--- config.mk ---
export PLATFORM = sky130hd
export DESIGN_NAME = frame_check
export DESIGN_NICKNAME = d
export VERILOG_FILES = /design/src/rtl/frame_check_pkg.sv /design/src/rtl/parity_calc.sv /design/src/rtl/frame_check.sv
export SDC_FILE = /design/constraint.sdc
export NUM_CORES = 1
export LEC_CHECK = 0
export BUFFER_PORTS_ARGS = -buffer_cell sky130_fd_sc_hd__buf_4
export CORE_ASPECT_RATIO = 1.25
export CORE_MARGIN = 4
export CORE_UTILIZATION = 30
export CTS_CLUSTER_SIZE = 40
export DETAILED_ROUTE_END_ITERATION = 12
export PLACE_DENSITY_LB_ADDON = 0.15
export SYNTH_ARGS = -nofsm -noshare
export SYNTH_HDL_FRONTEND = slang
export SYNTH_SLANG_ARGS = --single-unit
--- constraint.sdc ---
create_clock -name clk -period 1.3 [get_ports clk]
set_input_delay 0.325 -clock clk [delete_from_list [all_inputs] [get_ports clk]]
set_output_delay 0.325 -clock clk [all_outputs]
set_load 0.03 [all_outputs]
--- src/rtl/frame_check_pkg.sv ---
// Shared types for the frame checker: parity modes, FSM states and cfg decode.
package frame_check_pkg;

   typedef enum logic [1:0] {
      PAR_NONE = 2'b00,
      PAR_EVEN = 2'b01,
      PAR_ODD  = 2'b10
   } parity_mode_e;

   typedef enum logic [1:0] {
      ST_IDLE  = 2'b00,
      ST_STOP1 = 2'b01,
      ST_STOP2 = 2'b10
   } state_e;

   // Map the raw 2-bit configuration to a parity mode; 2'b11 behaves as NONE.
   function automatic parity_mode_e decode_parity(input logic [1:0] cfg);
      case (cfg)
         2'b01:   return PAR_EVEN;
         2'b10:   return PAR_ODD;
         default: return PAR_NONE;
      endcase
   endfunction

endpackage

--- src/rtl/parity_calc.sv ---
// Combinational parity check of one received frame's data and parity bit.
module parity_calc
   import frame_check_pkg::*;
#(
   parameter int unsigned DATA_W = 8
) (
   input  logic [DATA_W-1:0] i_data,
   input  logic              i_parity,
   input  parity_mode_e      i_mode,
   output logic              o_err_c
);

   logic w_xor;

   assign w_xor = ^{i_data, i_parity};

   // EVEN expects an even total count of ones, ODD an odd count.
   always_comb begin
      o_err_c = 1'b0;
      case (i_mode)
         PAR_EVEN: o_err_c = w_xor;
         PAR_ODD:  o_err_c = ~w_xor;
         default:  o_err_c = 1'b0;
      endcase
   end

endmodule

--- src/rtl/frame_check.sv ---
// Frame checker: evaluates parity and stop bits of received frames, latches
// error flags, pulses check_done on completion and counts errored frames.
// Optional feature macro: FRAME_CHECK_ERR_CNT_EN builds the saturating
// error counter; without it err_count is constant zero.
module frame_check
   import frame_check_pkg::*;
#(
   parameter int unsigned DATA_W = 8,
   parameter int unsigned CNT_W  = 8
) (
   input  logic              clk,
   input  logic              n_rst,
   input  logic              fc_clear,
   input  logic              data_load,
   input  logic [DATA_W-1:0] rx_data,
   input  logic              rx_parity,
   input  logic              stop_strobe,
   input  logic              stop_bit,
   input  logic [1:0]        cfg_parity,
   input  logic              cfg_two_stop,
   output logic              framing_error,
   output logic              parity_error,
   output logic              check_done,
   output logic [CNT_W-1:0]  err_count
);

   state_e r_state;
   state_e w_state_nxt;

   // Per-frame accumulators; the parity mode is folded into r_par_acc at load.
   logic r_frm_acc, w_frm_acc_nxt;
   logic r_par_acc, w_par_acc_nxt;
   logic r_two_stop, w_two_stop_nxt;

   logic r_frm_err, w_frm_err_nxt;
   logic r_par_err, w_par_err_nxt;
   logic r_done, w_done_nxt;

   logic w_complete;
   logic w_frm_fin;
   logic w_par_err_c;

   parity_calc #(
      .DATA_W (DATA_W)
   ) u_parity_calc (
      .i_data   (rx_data),
      .i_parity (rx_parity),
      .i_mode   (decode_parity(cfg_parity)),
      .o_err_c  (w_par_err_c)
   );

   // Next-state and next-output logic; clear beats load, load beats strobe.
   always_comb begin
      w_state_nxt    = r_state;
      w_frm_acc_nxt  = r_frm_acc;
      w_par_acc_nxt  = r_par_acc;
      w_two_stop_nxt = r_two_stop;
      w_frm_err_nxt  = r_frm_err;
      w_par_err_nxt  = r_par_err;
      w_done_nxt     = 1'b0;
      w_complete     = 1'b0;
      w_frm_fin      = 1'b0;

      if (fc_clear) begin
         w_state_nxt    = ST_IDLE;
         w_frm_acc_nxt  = 1'b0;
         w_par_acc_nxt  = 1'b0;
         w_two_stop_nxt = 1'b0;
         w_frm_err_nxt  = 1'b0;
         w_par_err_nxt  = 1'b0;
      end else if (data_load) begin
         // Starts a frame from IDLE, or aborts and restarts one in progress.
         w_state_nxt    = ST_STOP1;
         w_frm_acc_nxt  = 1'b0;
         w_par_acc_nxt  = w_par_err_c;
         w_two_stop_nxt = cfg_two_stop;
      end else if (stop_strobe) begin
         case (r_state)
            ST_STOP1: begin
               w_frm_acc_nxt = ~stop_bit;
               if (r_two_stop) begin
                  w_state_nxt = ST_STOP2;
               end else begin
                  w_complete = 1'b1;
                  w_frm_fin  = ~stop_bit;
               end
            end
            ST_STOP2: begin
               w_complete = 1'b1;
               w_frm_fin  = r_frm_acc | ~stop_bit;
            end
            default: ;
         endcase
      end

      if (w_complete) begin
         w_state_nxt   = ST_IDLE;
         w_frm_acc_nxt = w_frm_fin;
         w_frm_err_nxt = w_frm_fin;
         w_par_err_nxt = r_par_acc;
         w_done_nxt    = 1'b1;
      end
   end

   // State and registered outputs with synchronous active-low reset.
   always_ff @(posedge clk) begin
      if (!n_rst) begin
         r_state    <= ST_IDLE;
         r_frm_acc  <= 1'b0;
         r_par_acc  <= 1'b0;
         r_two_stop <= 1'b0;
         r_frm_err  <= 1'b0;
         r_par_err  <= 1'b0;
         r_done     <= 1'b0;
      end else begin
         r_state    <= w_state_nxt;
         r_frm_acc  <= w_frm_acc_nxt;
         r_par_acc  <= w_par_acc_nxt;
         r_two_stop <= w_two_stop_nxt;
         r_frm_err  <= w_frm_err_nxt;
         r_par_err  <= w_par_err_nxt;
         r_done     <= w_done_nxt;
      end
   end

   assign framing_error = r_frm_err;
   assign parity_error  = r_par_err;
   assign check_done    = r_done;

`ifdef FRAME_CHECK_ERR_CNT_EN
   localparam logic [CNT_W-1:0] CNT_MAX = {CNT_W{1'b1}};

   logic [CNT_W-1:0] r_err_cnt;

   // Saturating count of completed frames carrying any error.
   always_ff @(posedge clk) begin
      if (!n_rst) begin
         r_err_cnt <= '0;
      end else if (fc_clear) begin
         r_err_cnt <= '0;
      end else if (w_complete && (w_frm_fin || r_par_acc) && (r_err_cnt != CNT_MAX)) begin
         r_err_cnt <= r_err_cnt + CNT_W'(1);
      end
   end

   assign err_count = r_err_cnt;
`else
   assign err_count = '0;
`endif

endmodule

Yosys cells after proc, flatten, opt, wreduce, memory -nomap -nowiden
Index checks and enable logic that the tools add are counted.
Widths: inputs -> output; s select.

operators by class
  equal/unequal tests = 6
  mux-type cells = 25
  bitwise gates (word level) = 4
  reductions and logical operators = 13

operators with widths
  operator            count
  $mux 1              21
  $reduce_xor 9->1    1
  $reduce_bool 2->1   4
  $reduce_bool 4->1   2
  $eq 2x1->1 const B  3
  $eq 2x2->1 const B  3
  $pmux 1 s2          3
  $reduce_and 3->1    2
  $pmux 2 s2          1
  $reduce_or 4->1     1
  $not 1->1           3
  $reduce_or 3->1     1
  $reduce_and 2->1    1
  $reduce_or 2->1     1
  $or 1x1->1          1

storage, ports and cells
  register bits after elaboration = 8
  input port bits = 18
  output and inout bits = 11

Longest topological paths before layout
  depth after elaboration = 7
  gate-level depth with buffers = 6
  depth with buffers taken out = 6

Cells and area by module
From an unflattened synthesis, not the netlist that was laid out.

unflattened totals
  cells, all modules = 58
  area total of the unflattened synthesis = 558.0 um2

by module, submodules not included
  module       instances  cells each  area an instance (um2)  sequential area each (um2)
  frame_check  1          48          452.9                   160.2
  parity_calc  1          10          105.1                   0.0

Worst setup path after synthesis
No wires, ideal clock.

  path type = input port to flip-flop
  start = input port rx_data[1]
  end = register r_par_acc
  setup time = 0.124 ns
  arrival = 1.273 ns
  setup slack = -0.098 ns
  cell stages on the path = 4
  buffers on the path = 0
  cell sequence = xor2_1 -> xnor3_1 -> nor4_1 -> a2111o_1

on the way
  word-level cells in the longest chain between the ends = 3

ends and longest elaborated chain
  item                    RTL line            text
  start: declaration      frame_check.sv:15   input logic [DATA_W-1:0] rx_data,
  $reduce_xor 9->1 (*)    parity_calc.sv:15   assign w_xor = ^{i_data, i_parity};
  $not 1->1               parity_calc.sv:22   PAR_ODD: o_err_c = ~w_xor;
  $pmux 1 s2 (*)          parity_calc.sv:20   case (i_mode)
  end signal: assignment  frame_check.sv:118  r_par_acc <= w_par_acc_nxt;
  end: declaration        frame_check.sv:32   logic r_par_acc, w_par_acc_nxt;

Every way passes the cells marked *; elsewhere a longest branch is shown, timed or not.
A chain may end at the register's enable or synchronous reset.

Worst setup path after layout
  start = register r_state[1]
  end = register r_frm_err, in the netlist framing_error

on the way
  word-level cells in the longest chain between the ends = 6
  elaborated cells between the ends (all ways) = 12
  those cells by class = eq/ne (2); mux (9); reduce/logical (1)

ends and longest elaborated chain
  item                                                RTL line            text
  start: declaration                                  frame_check.sv:27   state_e r_state;
  start signal: assignment                            frame_check.sv:116  r_state <= w_state_nxt;
  $eq 2x2->1 / $eq 2x1->1 (equally long branches)     frame_check.sv:78   case (r_state)
  $pmux 1 s2                                          frame_check.sv:78
  $mux 1                                              frame_check.sv:77   end else if (stop_strobe) begin
  $mux 1                                              frame_check.sv:71   end else if (data_load) begin
  $mux 1                                              frame_check.sv:64   if (fc_clear) begin
  $mux 1 / $reduce_bool 2->1 (equally long branches)  -
  end signal: assignment                              frame_check.sv:120  r_frm_err <= w_frm_err_nxt;
  end: declaration                                    frame_check.sv:35   logic r_frm_err, w_frm_err_nxt;

Parallel ways exist; a longest one is shown, timed or not.

==> results.json <==
{
  "run_status": "finished with violations",
  "violations": "negative setup slack",
  "place_area_um2": 719,
  "numPortBuffers": 20,
  "vertical_extent_of_the_die_um": 55.6,
  "synth_cells": 57,
  "cp_top_family": "compound AO/OA/AOI/OAI gates",
  "detail_route.iter0.violations": 4,
  "hold_class": "in2reg",
  "critical_path.cell_chain": "inv_4 > ha_4 > nor2b_4 > o211a_4 > a31oi_4 > o21a_1",
  "critical_path_data_arrival_time_ns": 1.50,
  "setup_tns_ns": -0.00124,
  "cp.buffers_inverters": 1,
  "fin_worst_skew_ns": 0.00289,
  "cap_violations": 0,
  "critical-path-max-stage-delay_ns": 0.37,
  "p_leak_nw": 0.378,
  "fin_crit_ns": 1.30,
  "cts_sinks": 8,
  "syn2layout_area_growth_pct": 55.5,
  "filler_cell_count": 168,
  "synth.lib_cells_used.distinct": 26,
  "worst_slack_ns": -0.00124,
  "place.detailed.hpwl_um": 935,
  "setup_violations": 1,
  "antenna_nets_post_route": 0,
  "clock_tree.root_cell": "sky130_fd_sc_hd__clkbuf_4",
  "average_via_count_per_standard_cell": 4.64,
  "post-route-util_pct": 51.4,
  "finalCritPeriodShare_pct": 100,
  "criticalPathCategory": "reg2reg",
  "finish.instance_area_um2": 845,
  "slew_viol_final": 0,
  "timing.critical_path.to_type": "flop",
  "flop_to_flop_setup_slack_ns": -0.001,
  "regToRegStartpoint": "r_state[1]$_SDFFE_PP0P_",
  "dieWidth_um": 46.1,
  "cts_hold_repair.buffers": 0,
  "cts-root-to-sink-buffers": 2,
  "yosysWarnings": 0,
  "wl_um": 1240,
  "via_count": 469,
  "globalplace.congestion": 0.663,
  "hold_slack_ns": 0.323,
  "setup_repair_after_global_routing_missed_its_margin": "yes",
  "critPathLaunchType": "flop",
  "power_density_nw_per_um2": 743,
  "htreeDepth": 1,
  "remaining_drc_errors": 0,
  "routedWlPerCell_um": 12.3,
  "place_worst_setup_slack_ns": -0.276,
  "cts_inserted_buffers": 3,
  "grt_start_max_net_pins": 7,
  "ioPinCount": 29,
  "postSynthAreaPerCell_um2": 9.53,
  "tritoncts": "built",
  "fmax_ghz": 0.768,
  "number_of_antenna_violations_at_the_first_check_in_global_routing": 0,
  "grt_use_total_pct": 11.1,
  "post_route_cells_drive_above_1_share_pct": 50.6,
  "timing.final.hold_violations": 0,
  "antennaDiodeCount": 0,
  "min_delay_worst_endpoint": "r_two_stop$_SDFFE_PP0P_",
  "synthesis.area_um2": 543,
  "cp_slowest_cell": "sky130_fd_sc_hd__dfxtp_4",
  "hold_path_startpoint": "cfg_two_stop",
  "drt_first_pass_iters": 2,
  "critPathRequiredTime_ns": 1.50,
  "synth_seq_cells": 8,
  "number_of_global_route_vias_before_repair": 517,
  "worst_r2r_path_depth": 6,
  "grt_pass1_wl_um": 2150,
  "cp_max_fo": 6,
  "num_rows": 16,
  "coreArea_um2": 1640,
  "worst_ir_drop_vdd_uv": 443,
  "worst_r2r_endpoint": "framing_error$_SDFFE_PN0P_",
  "initial_utilization_pct": 33.1,
  "seq_area_frac_synth_pct": 29.5,
  "clk_pin_slew_worst_paths_ns": 0.06,
  "min_path_cells": 3,
  "aggregate_global_routing_overflow": 0,
  "clock_latency_ns": 0.25,
  "number_of_nets_in_the_final_layout": 105,
  "design.die.area_um2": 2560
}
[cell usage after synthesis]
| master | number | area share (%) |
|---|---|---|
| sky130_fd_sc_hd__xnor2_1 | 2 | 3.2 |
| sky130_fd_sc_hd__clkbuf_1 | 1 | 0.69 |
| sky130_fd_sc_hd__mux2i_1 | 2 | 3.7 |
| sky130_fd_sc_hd__inv_1 | 2 | 1.4 |
| sky130_fd_sc_hd__nor2_1 | 4 | 2.8 |
| sky130_fd_sc_hd__a31oi_1 | 1 | 1.2 |
| sky130_fd_sc_hd__nor3_1 | 3 | 2.8 |
| sky130_fd_sc_hd__a2111o_1 | 1 | 2.1 |
| sky130_fd_sc_hd__nand3b_1 | 1 | 1.4 |
| sky130_fd_sc_hd__xor2_1 | 1 | 1.6 |
| sky130_fd_sc_hd__o21a_1 | 3 | 4.1 |
| sky130_fd_sc_hd__nor4_1 | 2 | 2.3 |
| sky130_fd_sc_hd__o211a_2 | 1 | 1.8 |
| sky130_fd_sc_hd__nand2b_1 | 3 | 3.5 |
| sky130_fd_sc_hd__nand2_1 | 1 | 0.69 |
| sky130_fd_sc_hd__conb_1 | 1 | 0.69 |
| sky130_fd_sc_hd__ha_1 | 2 | 4.6 |
| sky130_fd_sc_hd__buf_4 | 8 | 11 |
| sky130_fd_sc_hd__a311oi_1 | 1 | 1.6 |
| sky130_fd_sc_hd__xor3_1 | 1 | 4.4 |
| sky130_fd_sc_hd__nand3_1 | 1 | 0.92 |
| sky130_fd_sc_hd__a21oi_1 | 2 | 1.8 |
| sky130_fd_sc_hd__xnor3_1 | 2 | 8.3 |
| sky130_fd_sc_hd__nor2b_1 | 2 | 2.3 |
| sky130_fd_sc_hd__dfxtp_1 | 8 | 29 |
| sky130_fd_sc_hd__a2111oi_0 | 1 | 1.6 |
[per-layer routing]
layer	vias up	GRT usage (%)	share of wire, %
met2	17	18.9	54
met3	0	3.57	8.7
met4	0	3.66	0
li1	240	-	-
met1	212	12.3	37
met5	-	0	0
[cell type report]
| cell class | count | area (um2) | area share (%) |
|---|---|---|---|
| Multi-Input combinational cell | 45 | 427 | 50.5 |
| Timing Repair Buffer | 25 | 195 | 23.1 |
| Sequential cell | 8 | 168 | 19.9 |
| Clock buffer | 3 | 22.5 | 2.67 |
| Tap cell | 18 | 22.5 | 2.67 |
| Inverter | 2 | 10.0 | 1.19 |
[tightest hold or removal path: stages]
cell and delay, ns:
sky130_fd_sc_hd__buf_4 0.07, sky130_fd_sc_hd__mux2i_1 0.06, sky130_fd_sc_hd__nor2_1 0.08
[logic make-up after synthesis]
logic type / count (synthesis) / share of synthesized area [%]
adder cells (fa/ha/maj): 2 / 4.61
AND/OR/NAND/NOR: 17 / 16.6
buffers and inverters: 11 / 13.1
other: 1 / 0.691
flip-flops: 8 / 29.5
multiplexers: 2 / 3.69
AO/OA/AOI/OAI: 10 / 14.3
XOR/XNOR: 6 / 17.5
[report_power, final]
part	switching (mW)	internal, mW
Clock	0.0860	0.106
Sequential	0.00437	0.247
Combinational	0.0886	0.0962
Total	0.179	0.449
[flip-flops by register name (all words and copies together), names as in the netlist]
register	flops
r_two_stop	1
r_state	2
check_done	1
framing_error	1
r_par_acc	1
parity_error	1
r_frm_acc	1
[how the worst max path moves through the flow]
stage,end,start,cells after the start,slack (ns)
final,framing_error$_SDFFE_PN0P_,r_state[1]$_SDFFE_PP0P_,6,-0.001
after global routing,framing_error$_SDFFE_PN0P_,r_state[1]$_SDFFE_PP0P_,6,-0.05
after CTS,check_done$_SDFF_PN0_,r_state[1]$_SDFFE_PP0P_,6,-0.008
after detailed placement,r_par_acc$_SDFFE_PP0P_,rx_data[3],5,-0.28
after global placement,r_par_acc$_SDFFE_PP0P_,rx_data[3],5,-0.22
after floorplan,r_par_acc$_SDFFE_PP0P_,rx_data[3],4,-0.06
[through the flow]
stage,std cells,power [mW]
finish,101,0.628
global route,101,0.664
CTS,101,0.636
detailed placement,97,0.428
global placement,97,0.424
floorplan,64,0.382
[cells in the final DEF (no fill, tap or decap), types with 2 or more instances in the layout]
cell type                  instances
sky130_fd_sc_hd__nor3_1            2
sky130_fd_sc_hd__ha_4              2
sky130_fd_sc_hd__mux2i_1           2
sky130_fd_sc_hd__o21a_1            3
sky130_fd_sc_hd__buf_6             2
sky130_fd_sc_hd__clkbuf_4          3
sky130_fd_sc_hd__a21oi_1           2
sky130_fd_sc_hd__nor2b_4           2
sky130_fd_sc_hd__nor2_1            3
sky130_fd_sc_hd__conb_1            8
sky130_fd_sc_hd__buf_4            23
sky130_fd_sc_hd__xnor3_1           2
sky130_fd_sc_hd__nand2b_1          3
sky130_fd_sc_hd__nor4_1            2
sky130_fd_sc_hd__dfxtp_4           2
sky130_fd_sc_hd__dfxtp_1           6
[timing repair]
item	in CTS	in global routing
hold endpoints to repair	0	0
resized for setup	16	6
endpoints found under the setup margin	7	7
pin swaps	6	5
setup buffers	1	0
Note: power is estimated with default switching activity, not from simulation.
